$ cat src/rtl/sr_ff_bank.sv
// Bank of CH filtered set/reset flags with defined S=R=1 resolution and 11-event diagnostics.
// Latency: a stable raw pair reaches q DEB+1 edges after first sampling; no backpressure, inputs are levels.
module sr_ff_bank #(
   parameter int CH   = 4,
   parameter int MODE = 0,
   parameter int DEB  = 2,
   parameter int ERRW = 8
) (
   input  logic            clk,
   input  logic            rst_n,
   input  logic [CH-1:0]   s,
   input  logic [CH-1:0]   r,
   input  logic            en,
   input  logic            clr_err,
   output logic [CH-1:0]   q,
   output logic [CH-1:0]   qbar,
   output logic [CH-1:0]   both_evt,
   output logic [ERRW-1:0] err_cnt,
   output logic            err_sticky
);

   localparam int CW = (DEB < 1) ? 1 : $clog2(DEB + 1);
   localparam logic [CW-1:0] DEB_C = CW'(DEB);
   localparam int SW = ERRW + 7;

   logic [CH-1:0]   smp_s_q, smp_s_d, smp_r_q, smp_r_d;
   logic [CH-1:0]   flt_s_q, flt_s_d, flt_r_q, flt_r_d;
   logic [CW-1:0]   cnt_q [CH];
   logic [CW-1:0]   cnt_d [CH];
   logic [CH-1:0]   q_q, q_d, qbar_q, qbar_d, both_q, both_d;
   logic [ERRW-1:0] err_q, err_d;
   logic            sticky_q, sticky_d;
   logic [CH-1:0]   entry;
   logic [6:0]      ent_n;
   logic [SW-1:0]   err_sum;

   always_comb begin
      smp_s_d  = s;
      smp_r_d  = r;
      flt_s_d  = flt_s_q;
      flt_r_d  = flt_r_q;
      q_d      = q_q;
      both_d   = '0;
      entry    = '0;
      ent_n    = '0;
      for (int i = 0; i < CH; i++) begin
         cnt_d[i] = '0;
         if ({s[i], r[i]} == {smp_s_q[i], smp_r_q[i]}) begin
            cnt_d[i] = (cnt_q[i] == DEB_C) ? cnt_q[i] : cnt_q[i] + CW'(1);
         end
         // The filter accepts on the edge where the new count reaches DEB.
         if (cnt_d[i] == DEB_C) begin
            flt_s_d[i] = s[i];
            flt_r_d[i] = r[i];
         end
         both_d[i] = flt_s_d[i] & flt_r_d[i];
         entry[i]  = both_d[i] & ~both_q[i];
         ent_n     = ent_n + 7'(entry[i]);
         if (en) begin
            case ({flt_s_q[i], flt_r_q[i]})
               2'b10:   q_d[i] = 1'b1;
               2'b01:   q_d[i] = 1'b0;
               2'b11: begin
                  if (MODE == 0)      q_d[i] = 1'b0;
                  else if (MODE == 1) q_d[i] = 1'b1;
                  else if (MODE == 3) q_d[i] = ~q_q[i];
                  else                q_d[i] = q_q[i];
               end
               default: q_d[i] = q_q[i];
            endcase
         end
      end
      qbar_d = ~q_d;
      // A clear never discards events entering in the same cycle.
      err_sum = (clr_err ? '0 : SW'(err_q)) + SW'(ent_n);
      if (err_sum > SW'({ERRW{1'b1}})) err_d = '1;
      else                             err_d = err_sum[ERRW-1:0];
      sticky_d = (|entry) | (sticky_q & ~clr_err);
   end

   always_ff @(posedge clk or negedge rst_n) begin
      if (!rst_n) begin
         smp_s_q  <= '0;
         smp_r_q  <= '0;
         flt_s_q  <= '0;
         flt_r_q  <= '0;
         for (int i = 0; i < CH; i++) cnt_q[i] <= '0;
         q_q      <= '0;
         qbar_q   <= '1;
         both_q   <= '0;
         err_q    <= '0;
         sticky_q <= 1'b0;
      end else begin
         smp_s_q  <= smp_s_d;
         smp_r_q  <= smp_r_d;
         flt_s_q  <= flt_s_d;
         flt_r_q  <= flt_r_d;
         for (int i = 0; i < CH; i++) cnt_q[i] <= cnt_d[i];
         q_q      <= q_d;
         qbar_q   <= qbar_d;
         both_q   <= both_d;
         err_q    <= err_d;
         sticky_q <= sticky_d;
      end
   end

   assign q          = q_q;
   assign qbar       = qbar_q;
   assign both_evt   = both_q;
   assign err_cnt    = err_q;
   assign err_sticky = sticky_q;

endmodule

$ cat config.mk
export PLATFORM = sky130hd
export DESIGN_NAME = sr_ff_bank
export DESIGN_NICKNAME = d
export VERILOG_FILES = /design/src/rtl/sr_ff_bank.sv
export SDC_FILE = /design/constraint.sdc
export NUM_CORES = 1
export LEC_CHECK = 0
export CAP_MARGIN = 20
export CORE_UTILIZATION = 56
export DETAILED_ROUTE_END_ITERATION = 16
export PLACE_DENSITY = 0.82
export SLEW_MARGIN = 5
export SYNTH_ARGS = -nofsm -noshare
export SYNTH_HDL_FRONTEND = slang
export SYNTH_SLANG_ARGS = --single-unit
$ cat constraint.sdc
create_clock -name clk -period 6.5 [get_ports clk]
set_input_delay 1.3 -clock clk [delete_from_list [all_inputs] [get_ports clk]]
set_output_delay 1.3 -clock clk [all_outputs]
set_load 0.1 [all_outputs]
# [Yosys cells after proc, flatten, opt, wreduce, memory -nomap -nowiden]
# Cells that the tools add are included.
[totals] reg_bits=45
[op_classes] addsub=8 order_cmp=1 eq_ne=24 muxes=26 bitwise_logic=16 reduce_logical=5
[ops] op="2-bit == test, second input constant" count=16
[ops] op="2-bit two-way mux" count=8
[ops] op="8-bit two-way mux" count=2
[ops] op="1-bit two-way mux" count=12
[ops] op="8-bit by 4-bit adder with 9-bit output" count=1
[ops] op="1-bit AND" count=9
[ops] op="9-bit by 8-bit > comparator with 1-bit output, second input constant" count=1
[ops] op="2-bit by 1-bit adder with 2-bit output, second input constant" count=4
[ops] op="2-bit by 1-bit == test with 1-bit output, second input constant" count=4
[ops] op="2-bit == test" count=4
[ops] op="1-bit one-hot mux with 2 select lines" count=4
[ops] op="2-bit OR reduction" count=4
[ops] op="1-bit NOT" count=5
[ops] op="3-bit by 1-bit adder with 4-bit output" count=1
[ops] op="4-bit NOT" count=1
[ops] op="4-bit OR reduction" count=1
[ops] op="2-bit by 1-bit adder with 3-bit output" count=1
[ops] op="1-bit by 1-bit adder with 2-bit output" count=1
[ops] op="1-bit bitwise OR" count=1

# [Logic depth before layout (Yosys ltp)]
# Gate-level depths: netlist (run 1).
[depth] ltp_word=13 depth_mapped=12

# [Worst setup path before layout (run 1)]
# Ideal clock, no wire load.
[synth_path] path_type="input-to-reg" from="input s[3]" to="register err_q[4] (netlist: err_cnt[4])" setup_ns=0.139 arrival_ns=4.189 required_time_ns=6.361 path_slack_ns=2.173 path_stages=11 cell_sequence="xor2_1 -> or4b_4 -> mux2_4 -> nor2_1 -> fa_1 -> fa_1 -> fa_1 -> nand2_1 -> nor3_1 -> nand4_1 -> o21ai_0"
[synth_via] elab_chain_len=10
[synth_rtl] element="start: declaration" line_no="11" source="input logic [CH-1:0] s,"
[synth_rtl] element="2-bit == test" line_no="48" source="if ({s[i], r[i]} == {smp_s_q[i], smp_r_q[i]}) begin"
[synth_rtl] element="2-bit two-way mux" line_no="48"
[synth_rtl] element="2-bit == test" line_no="52" source="if (cnt_d[i] == DEB_C) begin"
[synth_rtl] element="1-bit two-way mux" line_no="52"
[synth_rtl] element="1-bit AND (*)" line_no="56" source="both_d[i] = flt_s_d[i] & flt_r_d[i];"
[synth_rtl] element="1-bit AND (*)" line_no="57" source="entry[i] = both_d[i] & ~both_q[i];"
[synth_rtl] element="3-bit by 1-bit adder with 4-bit output (*)" line_no="58" source="ent_n = ent_n + 7'(entry[i]);"
[synth_rtl] element="8-bit by 4-bit adder with 9-bit output (*)" line_no="75" source="err_sum = (clr_err ? '0 : SW'(err_q)) + SW'(ent_n);"
[synth_rtl] element="9-bit by 8-bit > comparator with 1-bit output" line_no="76" source="if (err_sum > SW'({ERRW{1'b1}})) err_d = '1;"
[synth_rtl] element="8-bit two-way mux (*)" line_no="76"
[synth_rtl] element="named net err_d[4]" line_no="31" source="logic [ERRW-1:0] err_q, err_d;"
[synth_rtl] element="end signal: assignment" line_no="102" source="err_q <= err_d;"
[synth_rtl] element="end: declaration" line_no="31"
# Mark *: on every way through the listed nets, which the timed path passes. The rest lies on a longest branch.

# [Final worst setup path (run 1)]
# Ends and elaborated chain as after synthesis.

==> results of run 1 <==
## area by class of cell
cell class / count / area, µm² / area share [%]
Clock buffer: 5 / 37.54 / 1.563
Clock inverter: 3 / 46.29 / 1.928
Inverter: 15 / 56.30 / 2.345
Multi-Input combinational cell: 97 / 757.0 / 31.53
Sequential cell: 45 / 1131 / 47.11
Tap cell: 46 / 57.56 / 2.397
Timing Repair Buffer: 32 / 315.3 / 13.13
## where the power goes
part | switching [µW] | internal, µW | total (µW)
logic | 375 | 139 | 514
registers | 41.3 | 359 | 401
clock network | 93.1 | 81.5 | 175
## Yosys cell counts, drive strengths merged, types with 5 or more instances
library cell / number / area (µm²)
dfrtp: 41 / 1026
a21oi: 5 / 25.02
mux2: 10 / 120.1
xnor2: 6 / 52.55
nand2: 12 / 45.04
nor2: 7 / 26.28
and3: 5 / 31.28
nand2b: 6 / 37.54
nor2b: 5 / 31.28
ha: 6 / 75.07
inv: 15 / 56.30
xor2: 6 / 52.55
## layer usage
layer  vias to the layer above  routed length (µm)
li1                        599                   -
met3                         9                 171
met5                         -                   0
met2                        40                1775
met4                         0                  86
met1                       624                1437
## kinds of logic after synthesis
logic type | share of synthesized area, %
adder cells (fa/ha/maj) | 6.923
flip-flops | 57.95
XOR/XNOR | 5.385
AND/OR/NAND/NOR | 14.30
AO/OA/AOI/OAI | 4.486
multiplexers | 7.692
buffers and inverters | 3.269
## through the flow
| stage | cell area (µm²) | power (µW) | utilization, % |
|---|---|---|---|
| 3_3_place_gp | 2317 | 907.2 | 69.44 |
| 5_1_grt | 2401 | 1140 | 71.95 |
| 6_report | 2401 | 1089 | 71.95 |
| 4_1_cts | 2401 | 1098 | 71.95 |
| 2_1_floorplan | 1952 | 798.9 | - |
| 3_5_place_dp | 2317 | 922.9 | 69.44 |
## sequential cells by signal, summed over array words and instances, names as in the netlist
signal	cells
smp_r_q	4
qbar	4
err_cnt	8
err_sticky	1
both_evt	4
cnt_q	8
flt_r_q	4
smp_s_q	4
q	4
flt_s_q	4
## worst paths after layout
check | from | end | slack, ns | depth (start not counted)
min in group asynchronous | rst_n | err_cnt[4] | 1.07 | 1
max in group asynchronous | rst_n | smp_r_q[1] | 4.84 | 1
setup / recovery | s[3] | err_cnt[4] | 1.84 | 12
hold / removal | both_evt[2] | err_sticky | 0.53 | 1
hold reg to reg | both_evt[2] | err_sticky | 0.53 | 1
setup reg to reg | cnt_q[0] | err_cnt[4] | 2.84 | 12
==> flow_summary_export.csv, run 1 <==
group,metric,value,unit
run_status,status,"complete, no violations",
clocking,cts_num_sinks,45,
die,start_util,58.49,%
grt,grt_use_total,21.97,%
worst_setup_path,cp_num_buf_inv,1,
pwr,power_density,453.6,nW/µm²
synth,yosysWarnings,0,
placed_design,gp_congestion,0.8620,
synth,synthArstFlopShare,100.0,%
clocking,cts_setup_buffers,0,
timing,whs,0.5344,ns
route,routed_wirelength,3471,µm
grt,grt-busiest-layer,"met2",
grt,gr-usage-met1,24.40,%
clocking,cts-resized-gates,0,
die,die_x,61.04,µm
route,first_iter_violations,78,
pwr,ir_drop,466.6,µV
grt,grt_pass1_vias,1284,
worst_setup_path,cpLargestDelayFamily,"adder cells",
die,dieArea,3726,µm²
synth,synth_nets,180,
route,vias,1272,
worst_setup_path,cp_common_cell,"fa_1",
route,drc,0,
worst_setup_path,crit_slowest_cell,"or4b_4",
clocking,cts-root-buf,"clkbuf_4",
die,dieHeight,61.04,µm
clocking,htree_levels,2,
finish,final_nets,217,
die,core_area,3337,µm²
die,placementRows,21,
grt,grt_antenna_before_repair,0,
clocking,clk_latency,0.36,ns
worst_setup_path,critPathMaxStageDelay,0.56,ns
min_path,min_path_type,"flop to flop",
clocking,cts_tree,"built",
clocking,clk_pin_slew_worst_paths,0.14,ns
clocking,cts_max_path_buffers,2,
timing,hold_viol,0,
timing,fmax,0.2148,GHz
synth,synth_edf_count,0,
finish,antennaDiodeCount,0,
worst_setup_path,critPathArrivalTime,4.90,ns
synth,syn_area,1952,µm²
placed_design,pre_cts_slack,1.496,ns
placed_design,place_hpwl,2551,µm
worst_setup_path,crit_fanout,6,
pwr,power_leakage,0.001154,µW
worst_setup_path,worst_setup_path_end_kind,"flop",
finish,layout_commonest_cell,"dfrtp_1",
finish,final_cell_mix,"dfrtp_1 (41), clkdlybuf4s50_1 (31), inv_1 (15), nand2_1 (12), nor2_1 (7)",
grt,met3_usage,6.933,%
grt,met2_usage,37.42,%
placed_design,dp.cells,235,
synth,yosys.cell_types.count,30,
timing,tightest_slew,0.9998,ns
placed_design,io_buffers,32,
timing,setup-violations-final,0,
route,viasPerCell,5.235,
finish,n_fill_cell,245,
worst_setup_path,critPathKind,"primary input to flop",
worst_setup_path,crit_chain,"clkdlybuf4s50_1 > xor2_1 > or4b_4 > mux2_4 > nor2_1 > fa_1 > fa_1 > fa_1 > nand2_1 > nor3_1 > nand4_1 > o21ai_0",
grt,overflow,0,
route,drtPass1Iterations,4,
finish,drive_gt1_share,11.17,%
worst_setup_path,cp.required,6.74,ns
worst_setup_path,critPathLaunchType,"primary input",
synth,syn_inst,159,
timing,min_period,4.655,ns
synth,seq_area_frac_synth,57.95,%
die,io_pins,33,
timing,setup_slack,1.845,ns
grt,grt_max_degree,46,
route,ant_nets,0,
synth,syn_area_per_cell,12.28,µm²
timing,finalMaxSlewViolations,0,
timing,finClkSkew,0.007102,ns
synth,synth_seq_cells,45,
finish,layoutNonFillerInstCount,243,
timing,fin_tns_setup,0,ns
timing,rsz0062_at_grt,"false",
grt,grt_pass1_wl,5609,µm
synth,synthFlopType,"dfrtp_1",
route,avgRoutedWirePerCell,14.28,µm
job,cap_viol_max_count,0,
clocking,hold_buffers,0,
timing,finalCritPeriodShare,71.62,%
finish,syn2layout_area_growth,23.01,%
timing,max_slew_margin,33.13,%
clocking,cts_made_buffers,5,
(Power assumes the default switching activity.)
==> run 2, diff against run 1 <==
--- a/config.mk
+++ b/config.mk
@@ -6,9 +6,9 @@
 export NUM_CORES = 1
 export LEC_CHECK = 0
 export CAP_MARGIN = 20
-export CORE_UTILIZATION = 56
+export CORE_UTILIZATION = 47
 export DETAILED_ROUTE_END_ITERATION = 16
-export PLACE_DENSITY = 0.82
+export PLACE_DENSITY = 0.73
 export SLEW_MARGIN = 5
 export SYNTH_ARGS = -nofsm -noshare
 export SYNTH_HDL_FRONTEND = slang
==> constraint.sdc (replaced) <==
create_clock -name clk -period 3.8 [get_ports clk]
set_input_delay 0.76 -clock clk [delete_from_list [all_inputs] [get_ports clk]]
set_output_delay 0.76 -clock clk [all_outputs]
set_load 0.1 [all_outputs]
==> run 2 against run 1 <==
Hold slack better by 0.0017 ns. First-iteration DRC count is 47% lower. Largest cell class unchanged. Final area is 8.3% higher. Core utilization is 7.0 points lower. Count of clock-buffer cells in the layout is 1 higher. Cell count is 9.5% higher. Worst setup slack worse by 1.6 ns.
==> flow_summary_export.csv, run 2 (synthesized netlist as in run 1, its figures left out) <==
group,metric,value,unit
run_status,status,"complete, no violations",
route,vias,1315,
die,core_area,4000,µm²
pwr,pwr-share-clk,19.0,%
pwr,finalPower,1969,µW
timing,rsz0062_at_grt,"false",
route,avgRoutedWirePerCell,12.70,µm
clocking,cts_max_path_buffers,2,
worst_setup_path,worst_setup_path_end_kind,"flop",
pwr,p_sw,881.1,µW
worst_setup_path,cp.required,3.98,ns
timing,finalMaxSlewViolations,0,
clocking,cts_made_buffers,5,
pwr,swShare,44.75,%
timing,finClkSkew,0.005869,ns
clocking,cts-root-buf,"clkbuf_8",
route,drtPass1Iterations,4,
placed_design,gp_congestion,0.8235,
finish,antennaDiodeCount,0,
worst_setup_path,crit_chain,"clkdlybuf4s50_1 > xnor2_1 > nand4b_1 > mux2i_1 > nor2b_1 > fa_1 > fa_2 > fa_2 > nand2_2 > nor3_1 > nand4_1 > o21ai_1",
die,placementRows,23,
die,die_x,66.45,µm
finish,layoutNonFillerInstCount,266,
grt,grt_antenna_before_repair,0,
worst_setup_path,critPathArrivalTime,3.76,ns
placed_design,dp.cells,258,
placed_design,io_buffers,32,
min_path,min_path_type,"flop to flop",
die,io_pins,33,
grt,overflow,0,
die,dieHeight,66.45,µm
grt,grt_use_total,17.71,%
pwr,p_int,1088,µW
worst_setup_path,crit_slowest_cell,"clkdlybuf4s50_1",
timing,max_slew_margin,32.93,%
worst_setup_path,crit_fanout,6,
timing,setup-violations-final,0,
finish,layout_commonest_cell,"dfrtp_1",
timing,finalCritPeriodShare,94.38,%
worst_setup_path,critPathKind,"primary input to flop",
timing,fmax,0.2788,GHz
grt,grt_pass1_wl,5727,µm
clocking,cts_num_sinks,45,
die,start_util,48.80,%
route,drc,0,
finish,syn2layout_area_growth,33.20,%
finish,fin_util,65.00,%
worst_setup_path,critPathMaxStageDelay,0.49,ns
timing,min_period,3.586,ns
die,dieArea,4415,µm²
route,routed_wirelength,3377,µm
finish,final_cell_mix,"dfrtp_1 (41), clkdlybuf4s50_1 (29), buf_4 (19), inv_1 (15), nand2_1 (11)",
grt,grt_max_degree,46,
clocking,htree_levels,2,
pwr,power_leakage,0.001276,µW
route,viasPerCell,4.944,
worst_setup_path,critPathLaunchType,"primary input",
route,first_iter_violations,41,
clocking,clk_pin_slew_worst_paths,0.08,ns
clocking,cts_tree,"built",
timing,hold_viol,0,
placed_design,place_hpwl,2544,µm
pwr,combinationalPowerShare,46.3,%
route,ant_nets,0,
worst_setup_path,cp_common_cell,"fa_2",
finish,drive_gt1_share,20.83,%
pwr,power_density,757.3,nW/µm²
clocking,clk_latency,0.30,ns
finish,final_nets,236,
timing,tightest_slew,1.003,ns
clocking,hold_buffers,0,
pwr,p_seq_share,34.7,%
grt,grt_pass1_vias,1316,
pwr,ir_drop,542.8,µV
job,cap_viol_max_count,0,
[run 2: cell count changes in the layout (fill, tap and decap cells not counted), sizes merged]
| cell | before | now |
|---|---|---|
| buf | 1 | 20 |
| clkbuf | 5 | 6 |
| clkdlybuf4s50 | 31 | 29 |
| clkinv | 1 | 0 |
| dlymetal6s2s | 0 | 2 |
[run 2: worst max-delay path, delay by kind of cell]
kind | cells | cell delay [ns]
buffers and inverters | 1 | 0.49
AO/OA/AOI/OAI | 1 | 0.11
adder cells (fa/ha/maj) | 3 | 1.31
AND/OR/NAND/NOR | 5 | 0.72
multiplexers | 1 | 0.22
XOR/XNOR | 1 | 0.15
[run 2: power by group through the flow]
stage / logic (µW) / registers, µW / clock network [µW]
final: 911 / 684 / 375
after global routing: 955 / 702 / 405
after CTS: 915 / 686 / 384
after detailed placement: 910 / 696 / 0
after global placement: 893 / 685 / 0
after floorplan: 191 / 1180 / 0
[run 2: timing repair]
action	4_1_cts	5_1_grt
pin swaps	3	4
buffers inserted	0	0
setup endpoints to repair	8	7
gates resized for setup	3	4
gates cloned	0	0
[run 2: per-layer routing]
layer  global-route usage (%)  routed length (µm)  up-vias
met4                    6.117                  55        0
met5                        0                   0        -
met3                    6.552                 194        7
met1                    21.76                1477      645
met2                    28.57                1651       29
li1                         -                   -      634
[run 2: final cells by class]
| cell class | count | area [µm²] |
|---|---|---|
| inverter | 15 | 56.30 |
| fill | 302 | 1400 |
| multi-input combinational | 97 | 767.0 |
| timing repair buffer | 51 | 462.9 |
| tap | 50 | 62.56 |
| clock buffer | 6 | 82.58 |
| clock inverter | 2 | 37.54 |
| sequential | 45 | 1131 |
[run 2: worst paths after layout]
| kind | from | endpoint | slack (ns) | depth (start not counted) |
|---|---|---|---|---|
| max | r[1] | err_cnt[5] | 0.21 | 12 |
| min | both_evt[2] | err_sticky | 0.54 | 1 |
| max reg2reg | cnt_q[0] | err_cnt[5] | 0.42 | 12 |
| min reg2reg | both_evt[2] | err_sticky | 0.54 | 1 |
| max in group asynchronous | rst_n | q[1] | 2.62 | 1 |
| min in group asynchronous | rst_n | err_cnt[2] | 0.60 | 1 |
[run 2: per-stage QoR]
step | hold WS (ns) | TNS, ns | setup WS, ns | area, µm²
2_1_floorplan | 0.4644 | 0 | 0.01279 | 1952
3_3_place_gp | 0.5053 | -3.118 | -0.4416 | 2465
3_5_place_dp | 0.5182 | -3.709 | -0.5271 | 2465
4_1_cts | 0.5387 | 0 | 0.02807 | 2592
5_1_grt | 0.5735 | 0 | 0.03699 | 2600
6_report | 0.5361 | 0 | 0.2136 | 2600
